File: config.mk
export PLATFORM = sky130hd
export DESIGN_NAME = urna_booth_arbiter
export DESIGN_NICKNAME = d
export VERILOG_FILES = /design/src/rtl/urna_pkg.sv /design/src/rtl/urna_rr_arbiter.sv /design/src/rtl/urna_booth_arbiter.sv
export SDC_FILE = /design/constraint.sdc
export NUM_CORES = 1
export LEC_CHECK = 0
export ABC_AREA = 1
export CAP_MARGIN = 20
export CELL_PAD_IN_SITES_DETAIL_PLACEMENT = 1
export CELL_PAD_IN_SITES_GLOBAL_PLACEMENT = 1
export CORE_MARGIN = 10
export CORE_UTILIZATION = 38
export CTS_BUF_LIST = sky130_fd_sc_hd__clkbuf_8 sky130_fd_sc_hd__clkbuf_16
export DETAILED_ROUTE_END_ITERATION = 8
export MAX_ROUTING_LAYER = met4
export PLACE_DENSITY_LB_ADDON = 0.1
export SETUP_SLACK_MARGIN = 0.3
export SYNTH_ARGS = -nofsm -noshare
export SYNTH_HDL_FRONTEND = slang
export SYNTH_SLANG_ARGS = --single-unit
File: constraint.sdc
create_clock -name clk -period 6 [get_ports clk]
set_input_delay 1.2 -clock clk [delete_from_list [all_inputs] [get_ports clk]]
set_output_delay 1.2 -clock clk [all_outputs]
set_load 0.005 [all_outputs]
File: src/rtl/urna_pkg.sv
`default_nettype none
// ============================================================================
// Module   : urna_pkg
// Brief    : Shared types and constants for the voting-booth arbiter.
// Revision : 1.0 - initial release
// ============================================================================
package urna_pkg;

    localparam int C_N_BOOTH_DEF = 4;
    localparam int C_CODE_W_DEF  = 4;
    localparam int C_VOTES_W     = 16;

    typedef enum logic [1:0] {
        PH_CLOSED   = 2'b00,
        PH_OPEN     = 2'b01,
        PH_DRAIN    = 2'b10,
        PH_FINISHED = 2'b11
    } phase_t;

    // Counter holds at all-ones rather than wrapping back to zero.
    function automatic logic [C_VOTES_W-1:0] sat_inc(input logic [C_VOTES_W-1:0] v);
        return (v == '1) ? v : v + 1'b1;
    endfunction

endpackage
`default_nettype wire

File: src/rtl/urna_rr_arbiter.sv
`default_nettype none
// ============================================================================
// Module   : urna_rr_arbiter
// Brief    : Round-robin selector; search begins one past the last grant.
// Revision : 1.0 - initial release
// ============================================================================
module urna_rr_arbiter
    import urna_pkg::*;
#(
    parameter  int N_BOOTH = C_N_BOOTH_DEF,
    localparam int IDX_W   = $clog2(N_BOOTH)
) (
    input  logic [N_BOOTH-1:0] req_mask,
    input  logic [IDX_W-1:0]   last_grant,
    output logic [N_BOOTH-1:0] grant,
    output logic [IDX_W-1:0]   grant_idx,
    output logic               grant_any
);

    always_comb begin
        int         w_pos;
        logic [IDX_W-1:0] w_pos_idx;
        grant     = '0;
        grant_idx = '0;
        grant_any = 1'b0;
        w_pos     = 0;
        w_pos_idx = '0;
        for (int k = 1; k <= N_BOOTH; k++) begin
            w_pos = int'(last_grant) + k;
            if (w_pos >= N_BOOTH) begin
                w_pos = w_pos - N_BOOTH;
            end
            w_pos_idx = w_pos[IDX_W-1:0];
            if (!grant_any && req_mask[w_pos_idx]) begin
                grant[w_pos_idx] = 1'b1;
                grant_idx        = w_pos_idx;
                grant_any        = 1'b1;
            end
        end
    end

endmodule
`default_nettype wire

File: src/rtl/urna_booth_arbiter.sv
`default_nettype none
// ============================================================================
// Module   : urna_booth_arbiter
// Brief    : Election phase FSM, single-entry output slot and vote counter
//            sharing one tally datapath among N_BOOTH booths.
// Revision : 1.0 - initial release
// ============================================================================
module urna_booth_arbiter
    import urna_pkg::*;
#(
    parameter  int N_BOOTH = C_N_BOOTH_DEF,
    parameter  int CODE_W  = C_CODE_W_DEF,
    localparam int IDX_W   = $clog2(N_BOOTH)
) (
    input  logic                      clk,
    input  logic                      rst_n,
    input  logic                      open_cmd,
    input  logic                      close_cmd,
    input  logic [N_BOOTH-1:0]        booth_req,
    input  logic [N_BOOTH*CODE_W-1:0] booth_code,
    output logic [N_BOOTH-1:0]        booth_ack,
    output logic                      tally_valid,
    output logic [CODE_W-1:0]         tally_code,
    output logic [IDX_W-1:0]          tally_booth,
    input  logic                      tally_ready,
    output logic [1:0]                phase,
    output logic [C_VOTES_W-1:0]      votes_total
);

    phase_t              r_phase;
    logic [IDX_W-1:0]    r_last_grant;

    logic [N_BOOTH-1:0]  w_eligible;
    logic [N_BOOTH-1:0]  w_grant;
    logic [IDX_W-1:0]    w_grant_idx;
    logic                w_grant_any;
    logic                w_xfer;
    logic                w_slot_free;
    logic                w_grant_en;
    logic [CODE_W-1:0]   w_grant_code;

    // A request still high during its own ack cycle must not win again.
    assign w_eligible  = booth_req & ~booth_ack;
    assign w_xfer      = tally_valid & tally_ready;
    assign w_slot_free = ~tally_valid | tally_ready;
    assign w_grant_en  = (r_phase == PH_OPEN) & ~close_cmd & w_slot_free & w_grant_any;
    assign phase       = r_phase;

    urna_rr_arbiter #(
        .N_BOOTH   (N_BOOTH)
    ) u_rr (
        .req_mask  (w_eligible),
        .last_grant(r_last_grant),
        .grant     (w_grant),
        .grant_idx (w_grant_idx),
        .grant_any (w_grant_any)
    );

    always_comb begin
        w_grant_code = '0;
        for (int i = 0; i < N_BOOTH; i++) begin
            if (w_grant[i]) begin
                w_grant_code = booth_code[i*CODE_W +: CODE_W];
            end
        end
    end

    always_ff @(posedge clk or negedge rst_n) begin
        if (!rst_n) begin
            r_phase      <= PH_CLOSED;
            r_last_grant <= IDX_W'(N_BOOTH - 1);
            booth_ack    <= '0;
            tally_valid  <= 1'b0;
            tally_code   <= '0;
            tally_booth  <= '0;
            votes_total  <= '0;
        end else begin
            booth_ack <= w_grant_en ? w_grant : '0;

            // Slot refills in the same cycle it drains, sustaining one vote per cycle.
            if (w_grant_en) begin
                tally_valid  <= 1'b1;
                tally_code   <= w_grant_code;
                tally_booth  <= w_grant_idx;
                r_last_grant <= w_grant_idx;
            end else if (w_xfer) begin
                tally_valid  <= 1'b0;
            end

            if (w_xfer) begin
                votes_total <= sat_inc(votes_total);
            end

            case (r_phase)
                PH_CLOSED: begin
                    if (open_cmd) begin
                        r_phase <= PH_OPEN;
                    end
                end
                PH_OPEN: begin
                    if (close_cmd) begin
                        r_phase <= PH_DRAIN;
                    end
                end
                PH_DRAIN: begin
                    if (w_slot_free) begin
                        r_phase <= PH_FINISHED;
                    end
                end
                PH_FINISHED: begin
                    r_phase <= PH_FINISHED;
                end
                default: begin
                    r_phase <= PH_CLOSED;
                end
            endcase
        end
    end

endmodule
`default_nettype wire

* Yosys cells after proc, flatten, opt, wreduce, memory -nomap -nowiden *
Index checks and enable logic that the tools add are counted.

storage, ports and cells
  register bits after elaboration = 31
  input bits = 25
  output and inout port bits = 29
  logic and storage cells = 105

cells by class
  $add $sub $neg = 9
  magnitude comparators = 12
  equality and inequality tests = 7
  muxes and demuxes = 43
  bitwise logic cells = 13
  reduce and logical (&&, ||, !) cells = 14

operators by type and width
  cell                                                 count
  two-way mux 4 bit                                    9
  two-way mux 2 bit                                    11
  adder 16 x 1 -> 16 bit, second input constant        1
  equality test 16 bit, second input constant          1
  two-way mux 1 bit                                    14
  < comparator 2 x 3 -> 1 bit, second input constant   4
  OR 4 bit                                             3
  >= comparator 3 bit, second input constant           3
  binary-select mux 1 bit (select 2 bit)               4
  demux 1 bit (select 2 bit)                           4
  >= comparator 2 x 1 -> 1 bit, second input constant  4
  one-hot mux 2 bit (4 select lines)                   1
  subtractor 2 x 1 -> 2 bit, second input constant     4
  logical AND 1 bit                                    7
  adder 2 x 2 -> 3 bit, second input constant          2
  inequality test 2 bit, second input constant         3
  adder 2 x 3 -> 4 bit, second input constant          1
  bitwise AND 1 bit                                    4
  bitwise AND 4 bit                                    1
  equality test 2 bit, second input constant           2
  >= comparator 4 x 3 -> 1 bit, second input constant  1
  inverter 4 bit                                       1
  adder 2 x 1 -> 3 bit, second input constant          1
  logical NOT 1 bit                                    3
  7 further kinds                                      9

* Depth between registers and ports, before layout *
Gate-level depths: netlist (run 1).

  word-level depth = 19
  depth in mapped cells = 15
  depth with buffers taken out = 15

* Hierarchy *
A second synthesis (run 1) with hierarchy kept.

second synthesis, totals
  cell total of the unflattened synthesis = 311
  area total of the unflattened synthesis = 2193.4 um^2

by module, submodules not included
  module              times used  cells each  area an instance (um^2)  seq. area each (um^2)
  urna_booth_arbiter  1           237         1735.4                   778.2
  urna_rr_arbiter     1           74          457.9                    0.0

* Worst setup path after synthesis (run 1) *
OpenSTA, ideal clock, no wires.

  path type = input -> register
  from = input port booth_req[0]
  to = register tally_code[1]
  setup time = 0.116 ns
  arrival = 2.235 ns
  data required time = 5.884 ns
  slack = 3.648 ns
  stages on the path = 13
  buffers on the path = 1
  cells stage by stage = nand3_1 > nand2_4 > nand2_4 > nand2_4 > nor2_8 > nand3b_4 > nand2_4 > inv_2 > buf_6 > nand3_1 > nand2_1 > clkinv_1 > nand2_1

on the way
  word-level cells in the longest chain between the ends = 17
  elaborated cells between the ends (all ways) = 31
  classes of those cells = mux (20); bitwise (5); reduce/logical (6)

RTL lines
  element                                  line                      RTL
  start: declaration                       urna_booth_arbiter.sv:19  input logic [N_BOOTH-1:0] booth_req,
  bitwise AND 4 bit (*)                    urna_booth_arbiter.sv:43  assign w_eligible = booth_req & ~booth_ack;
  binary-select mux 1 bit (select 2 bit)   urna_rr_arbiter.sv:34     if (!grant_any && req_mask[w_pos_idx]) begin
  two-way mux 1 bit (not written as such)  urna_rr_arbiter.sv:34
  two-way mux 1 bit                        urna_rr_arbiter.sv:34
  logical NOT 1 bit                        urna_rr_arbiter.sv:34
  logical AND 1 bit                        urna_rr_arbiter.sv:34
  two-way mux 1 bit                        urna_rr_arbiter.sv:34
  logical NOT 1 bit                        urna_rr_arbiter.sv:34
  logical AND 1 bit                        urna_rr_arbiter.sv:34
  two-way mux 1 bit                        urna_rr_arbiter.sv:34
  logical NOT 1 bit                        urna_rr_arbiter.sv:34
  logical AND 1 bit                        urna_rr_arbiter.sv:34
  two-way mux 4 bit                        urna_rr_arbiter.sv:34
  two-way mux 4 bit (4 in series)          urna_booth_arbiter.sv:62  if (w_grant[i]) begin
  end signal: assignment                   urna_booth_arbiter.sv:83  tally_code <= w_grant_code;
  end: declaration                         urna_booth_arbiter.sv:23  output logic [CODE_W-1:0] tally_code,

Every way passes the cells marked *; elsewhere a longest branch is shown, timed or not. The select of a mux whose other input is x is not followed.
A chain may end at the register's enable or synchronous reset.

* Worst setup path in the final report (run 1) *
  from = input port booth_req[3]
  to = register tally_code[0]

The elaborated chain is that of the path after synthesis.

==> flow_metrics.tcl, run 1 <==
set metrics [dict create \
    initial_utilization_pct 39.3 \
    dieWidth_microns 92.9 \
    fin_worst_skew_ns 0.00745 \
    post_drt_via_cell_ratio 4.80 \
    peakVddDrop_mv 0.204 \
    num_antenna_cells 0 \
    cts_sinks 31 \
    grt_max_degree 32 \
    worstHoldPathType "reg -> reg" \
    finalCoreUtilization_pct 53.5 \
    cts.path.max_buffers 2 \
    tns_ns 0 \
    firstDrtPassIters 4 \
    post_cts_resized 0 \
    min_from "votes_total[15]" \
    r2r_cells 13 \
    die_area_sq_um 8630 \
    reg2reg_slack_ns 3.44 \
    vias 1849 \
    die_height_microns 92.9 \
    rsz0062_at_grt "no" \
    worstMarginPinSlew_ns 0.469 \
    fmax_mhz 348 \
    tritoncts "done" \
    hold_viol 0 \
    critPathKind "in -> reg" \
    syn_area_sq_um 2020 \
    outcome "finished clean" \
    grt-ovfl-total 0 \
    totalWireLength_microns 5840 \
    slew_viol_final 0 \
    synth_cells 254 \
    whs_ns 0.498 \
    drv_cap 0 \
    start_kind "primary input" \
    synth_cell_types 32 \
    cp_max_fo 13 \
    rows 26 \
    track_usage_pct 14.5 \
    postSynthAreaPerCell_sq_um 7.95 \
    ys_seq_area_share_pct 38.5 \
    min_path_cells 1 \
    seq_power_share_pct 24.9 \
    yosysWarnings 0 \
    r2r_start "r_last_grant[0]" \
    finalCriticalPeriod_ns 2.87 \
    post-route-period-util_pct 47.9 \
    dpl.hpwl_microns 4620 \
    final_common_cell "nand2_1" \
    htreeDepth 2 \
    syn_to_final_growth_pct 36.2 \
    crit_arrival_ns 3.10 \
    drive_gt1_share_pct 12.1 \
    multi_input_area_sq_um 1080 \
    cp-end-kind "flop" \
    port-buffer-count 53 \
    p_comb_share_pct 57.0 \
    critPathRequiredTime_ns 6.23 \
    clkTransAtPathRegs_ns 0.07 \
    route.detailed.drc 0 \
    grt_pass1_wl_microns 9930 \
    p_sw_share_pct 46.3 \
    layout_common_cells "nand2_1, clkdlybuf4s50_1, inv_1" \
    synthesis.nets 288 \
    finalSetupViolCount 0 \
    clkPwrFrac_pct 18.1 \
    clock_latency_ns 0.29 \
    antenna_left 0 \
    holdBufCountCts 0 \
    io_pins 54 \
    p_leak_nw 1.38 \
    grt_pass1_vias 2036 \
    r2r-end "tally_code[0]" \
    root_buffer "clkbuf_8" \
    core-area_sq_um 5140 \
    ys_ff_latch 31 \
    antenna_found_initial 0 \
    holdPathEnd "votes_total[15]" \
    gp_congestion 0.830 \
    power_density_nw_per_um2 436 \
    fill_cells 660 \
    cts_buffers 5 \
    p_sw_uw 556 \
    p_int_uw 644 \
    final_nets 348 \
    cts_setup_buffers 0 \
    post_drt_wl_per_cell_microns 15.2 \
    slew_headroom_pct 68.5 \
    drtIter0Drc 52 \
    final-seq-area_sq_um 778 \
]
[stage by stage]
stage                     setup WS, ns  instance area (sq um)  total power, mW  instances
final                             3.13                   2750             1.20        385
after global routing              2.93                   2750             1.31        385
after CTS                         3.13                   2750             1.21        385
after detailed placement          2.84                   2630            0.988        377
after global placement            2.93                   2630            0.983        377
after floorplan                   3.65                   2020            0.775        254
[synthesized netlist by cell type, drive strengths merged]
cell type / instances / area share (%)
nor4: 2 / 0.62
o21ai: 7 / 2.3
nand3: 32 / 9.8
xor2: 8 / 3.5
nand2: 76 / 16
nor2: 18 / 4.8
a21boi: 3 / 1.3
nand3b: 1 / 0.99
xnor2: 7 / 3.0
a21o: 1 / 0.37
a21oi: 6 / 1.7
inv: 35 / 6.5
dfstp: 2 / 2.6
dfrtp: 29 / 36
nand4: 8 / 2.5
buf: 1 / 0.56
ha: 9 / 5.6
o22ai: 1 / 0.31
clkinv: 6 / 1.1
nor3: 2 / 0.50
[layout make-up]
class | count | area share [%]
Multi-Input combinational cell | 181 | 39.1
Inverter | 41 | 5.59
Sequential cell | 31 | 28.3
Timing Repair Buffer | 54 | 19.6
Tap cell | 70 | 3.18
Clock inverter | 2 | 1.27
Clock buffer | 6 | 3.00
[state kept, by name (all words and copies together) (netlist names)]
signal        cells
booth_ack         4
tally_code        4
phase             2
votes_total      16
tally_valid       1
r_last_grant      2
tally_booth       2
[cell families (layout without fill, tap and decap cells)]
family,count (synthesis),after routing,share of synthesized area (%)
AOI/OAI and AO/OA,18,18,5.95
xor gates and xnor gates,15,15,6.51
adders and majority gates,9,9,5.58
buffers and inverters,42,103,8.18
DFF,31,31,38.5
and+or+nand+nor,139,139,35.3
[routing by layer]
layer / wire length, microns / track usage (%)
met1: 2840 / 18.2
met2: 2780 / 23.0
met3: 167 / 2.99
met4: 41 / 3.86
met5: 0 / -
[critical path: stages]
cell	delay (ns)
clkdlybuf4s50_1	0.49
nand3_1	0.11
nand2_1	0.11
nand2_1	0.05
nand2_1	0.18
nand3b_4	0.19
nand2_4	0.08
inv_2	0.20
nand3_1	0.21
nor2_1	0.16
nand2_1	0.07
nand2_1	0.05
[power by group through the flow]
| stage | Combinational (mW) | Clock (mW) | Sequential, mW |
|---|---|---|---|
| CTS | 0.692 | 0.221 | 0.299 |
| global route | 0.772 | 0.230 | 0.304 |
| floorplan | 0.483 | 0 | 0.292 |
| global placement | 0.681 | 0 | 0.302 |
| finish | 0.684 | 0.217 | 0.299 |
| detailed placement | 0.687 | 0 | 0.302 |
[worst max path at each step]
stage / start / endpoint / slack [ns] / cells after the start
detailed placement: booth_req[3] / tally_code[2] / 2.84 / 12
global placement: booth_req[3] / tally_code[3] / 2.93 / 12
CTS: booth_req[3] / tally_code[0] / 3.13 / 12
global route: booth_req[1] / tally_code[3] / 2.93 / 12
floorplan: booth_req[0] / tally_code[1] / 3.65 / 13
finish: booth_req[3] / tally_code[0] / 3.13 / 12
Power figures use the tool's default switching activity.
==> run 2: changes to the inputs <==
- CORE_UTILIZATION: 38 -> 35
- clock period: 6 -> 3 ns (I/O delays scaled with it)
==> flow_metrics.tcl, run 2 (synthesis gave the netlist of run 1 again) <==
set metrics [dict create \
    crit_chain "inv_1, ha_1, inv_1, nand3_1, o21ai_4, nand3b_4, nand2_4, inv_4, nand3_1, nor2_1, nand2_1, nand2_1" \
    hold_viol 0 \
    io_pins 54 \
    vias 1799 \
    crit_cells 12 \
    totalWireLength_microns 5420 \
    route.detailed.drc 0 \
    peakVddDrop_mv 0.533 \
    p_leak_nw 1.38 \
    clock_latency_ns 0.29 \
    antenna_left 0 \
    critical_path.top_delay_family "simple AND/OR/NAND/NOR gates" \
    fin_ws_ns 0.525 \
    min_from "votes_total[15]" \
    whs_ns 0.498 \
    finalSetupViolCount 0 \
    root_buffer "clkbuf_8" \
    outcome "finished clean" \
    crit_arrival_ns 2.65 \
    post_drt_via_cell_ratio 4.64 \
    drive_gt1_share_pct 11.7 \
    clkTransAtPathRegs_ns 0.06 \
    slew_viol_final 0 \
    top_register "votes_total" \
    cts.path.max_buffers 2 \
    initial_utilization_pct 36.4 \
    reg2reg_slack_ns 0.52 \
    largest_reg_flops 16 \
    critPathRequiredTime_ns 3.17 \
    layout_common_cells "nand2_1, clkdlybuf4s50_1, inv_1" \
    syn_to_final_growth_pct 35.1 \
    die_area_sq_um 9210 \
    fmax_mhz 404 \
    fin_area_sq_um 2730 \
    p_comb_share_pct 60.5 \
    p_int_mw 1.18 \
    grt_pass1_wl_microns 9070 \
    min_path_cells 1 \
    post-route-period-util_pct 82.5 \
    rows 27 \
    firstDrtPassIters 4 \
    r2r_cells 12 \
    final_common_cell "nand2_1" \
    drtIter0Drc 49 \
    holdPathEnd "votes_total[15]" \
    worstMarginPinSlew_ns 0.450 \
    r2r_start "r_last_grant[1]" \
    slew_headroom_pct 69.7 \
    dieWidth_microns 96.0 \
    die_height_microns 96.0 \
    port-buffer-count 53 \
    num_antenna_cells 0 \
    p_sw_share_pct 48.2 \
    pre_cts_ws_ns 0.437 \
    placed_cell_area_sq_um 2640 \
    grt-ovfl-total 0 \
    critPathKind "reg -> reg" \
    cts_sinks 31 \
    p_total_mw 2.27 \
    drv_cap 0 \
    rsz0062_at_grt "no" \
    final_nets 349 \
    clkPwrFrac_pct 13.6 \
    post_drt_wl_per_cell_microns 14.0 \
    r2r-end "tally_code[3]" \
    slowest_stage "dfstp_2" \
    seq_power_share_pct 25.9 \
    tns_ns 0 \
    antenna_found_initial 0 \
    htreeDepth 2 \
    p_sw_mw 1.10 \
    finalCriticalPeriod_ns 2.48 \
    cp-end-kind "flop" \
    dpl.hpwl_microns 4310 \
    cts_buffers 5 \
    track_usage_pct 12.9 \
    power_density_nw_per_um2 833 \
    core-area_sq_um 5540 \
    fin_worst_skew_ns 0.00986 \
    grt_max_degree 32 \
    worstHoldPathType "reg -> reg" \
    tritoncts "done" \
    grt_pass1_vias 1923 \
    cp_num_buf_inv 3 \
    biggestRegsByFlops "votes_total: 16 flops, booth_ack: 4 flops, tally_code: 4 flops" \
    gp_congestion 0.823 \
    cp_max_fo 13 \
    start_kind "flop" \
    slowest_delay_ns 0.61 \
]
## run 2: cell types whose count changed in the layout (fill, tap and decap cells not counted), sizes merged
| cell | change |
|---|---|
| inv | +2 |
| clkbuf | -1 |
| bufinv | -1 |
| buf | +1 |
## run 2: how the worst max path moves through the flow
stage / startpoint / endpoint / slack [ns]
final: r_last_grant[1] / tally_code[3] / 0.52
after global routing: r_last_grant[1] / tally_code[3] / 0.33
after CTS: r_last_grant[1] / tally_code[3] / 0.47
after detailed placement: booth_req[1] / tally_code[1] / 0.44
after global placement: booth_req[1] / tally_code[1] / 0.46
after floorplan: r_last_grant[0] / tally_code[1] / 0.81
## run 2: repair_timing
action	in CTS	in global routing
setup buffers	0	0
endpoints found under the setup margin	0	4
gates resized for setup	0	1
hold buffers	0	0
endpoints found under the hold margin	0	0
## run 2: metal layers
| layer | vias up | track usage [%] | wire length, microns |
|---|---|---|---|
| met2 | 38 | 19.3 | 2380 |
| met4 | 0 | 4.42 | 99 |
| met5 | - | - | 0 |
| met1 | 825 | 16.2 | 2660 |
| li1 | 926 | - | - |
| met3 | 10 | 3.74 | 289 |
## run 2: area by class of cell
type | instances | area, sq um
clock inverters | 3 | 12.5
flip-flops and latches | 31 | 778
multi-input cells | 181 | 1080
well taps | 72 | 90.1
fillers | 705 | 2810
clock buffers | 5 | 68.8
inverters | 41 | 156
repair buffers | 55 | 546
## run 2: power groups by stage
| stage | sequential (mW) | clock (mW) | combinational (mW) |
|---|---|---|---|
| finish | 0.589 | 0.309 | 1.37 |
| global route | 0.608 | 0.340 | 1.54 |
| CTS | 0.590 | 0.322 | 1.38 |
| detailed placement | 0.596 | 0 | 1.37 |
| global placement | 0.595 | 0 | 1.36 |
| floorplan | 0.584 | 0 | 0.966 |
## run 2: per-stage QoR
step	util [%]	instances
floorplan	-	254
global placement	47.7	380
detailed placement	47.7	380
CTS	49.2	388
global route	49.2	388
finish	49.2	388
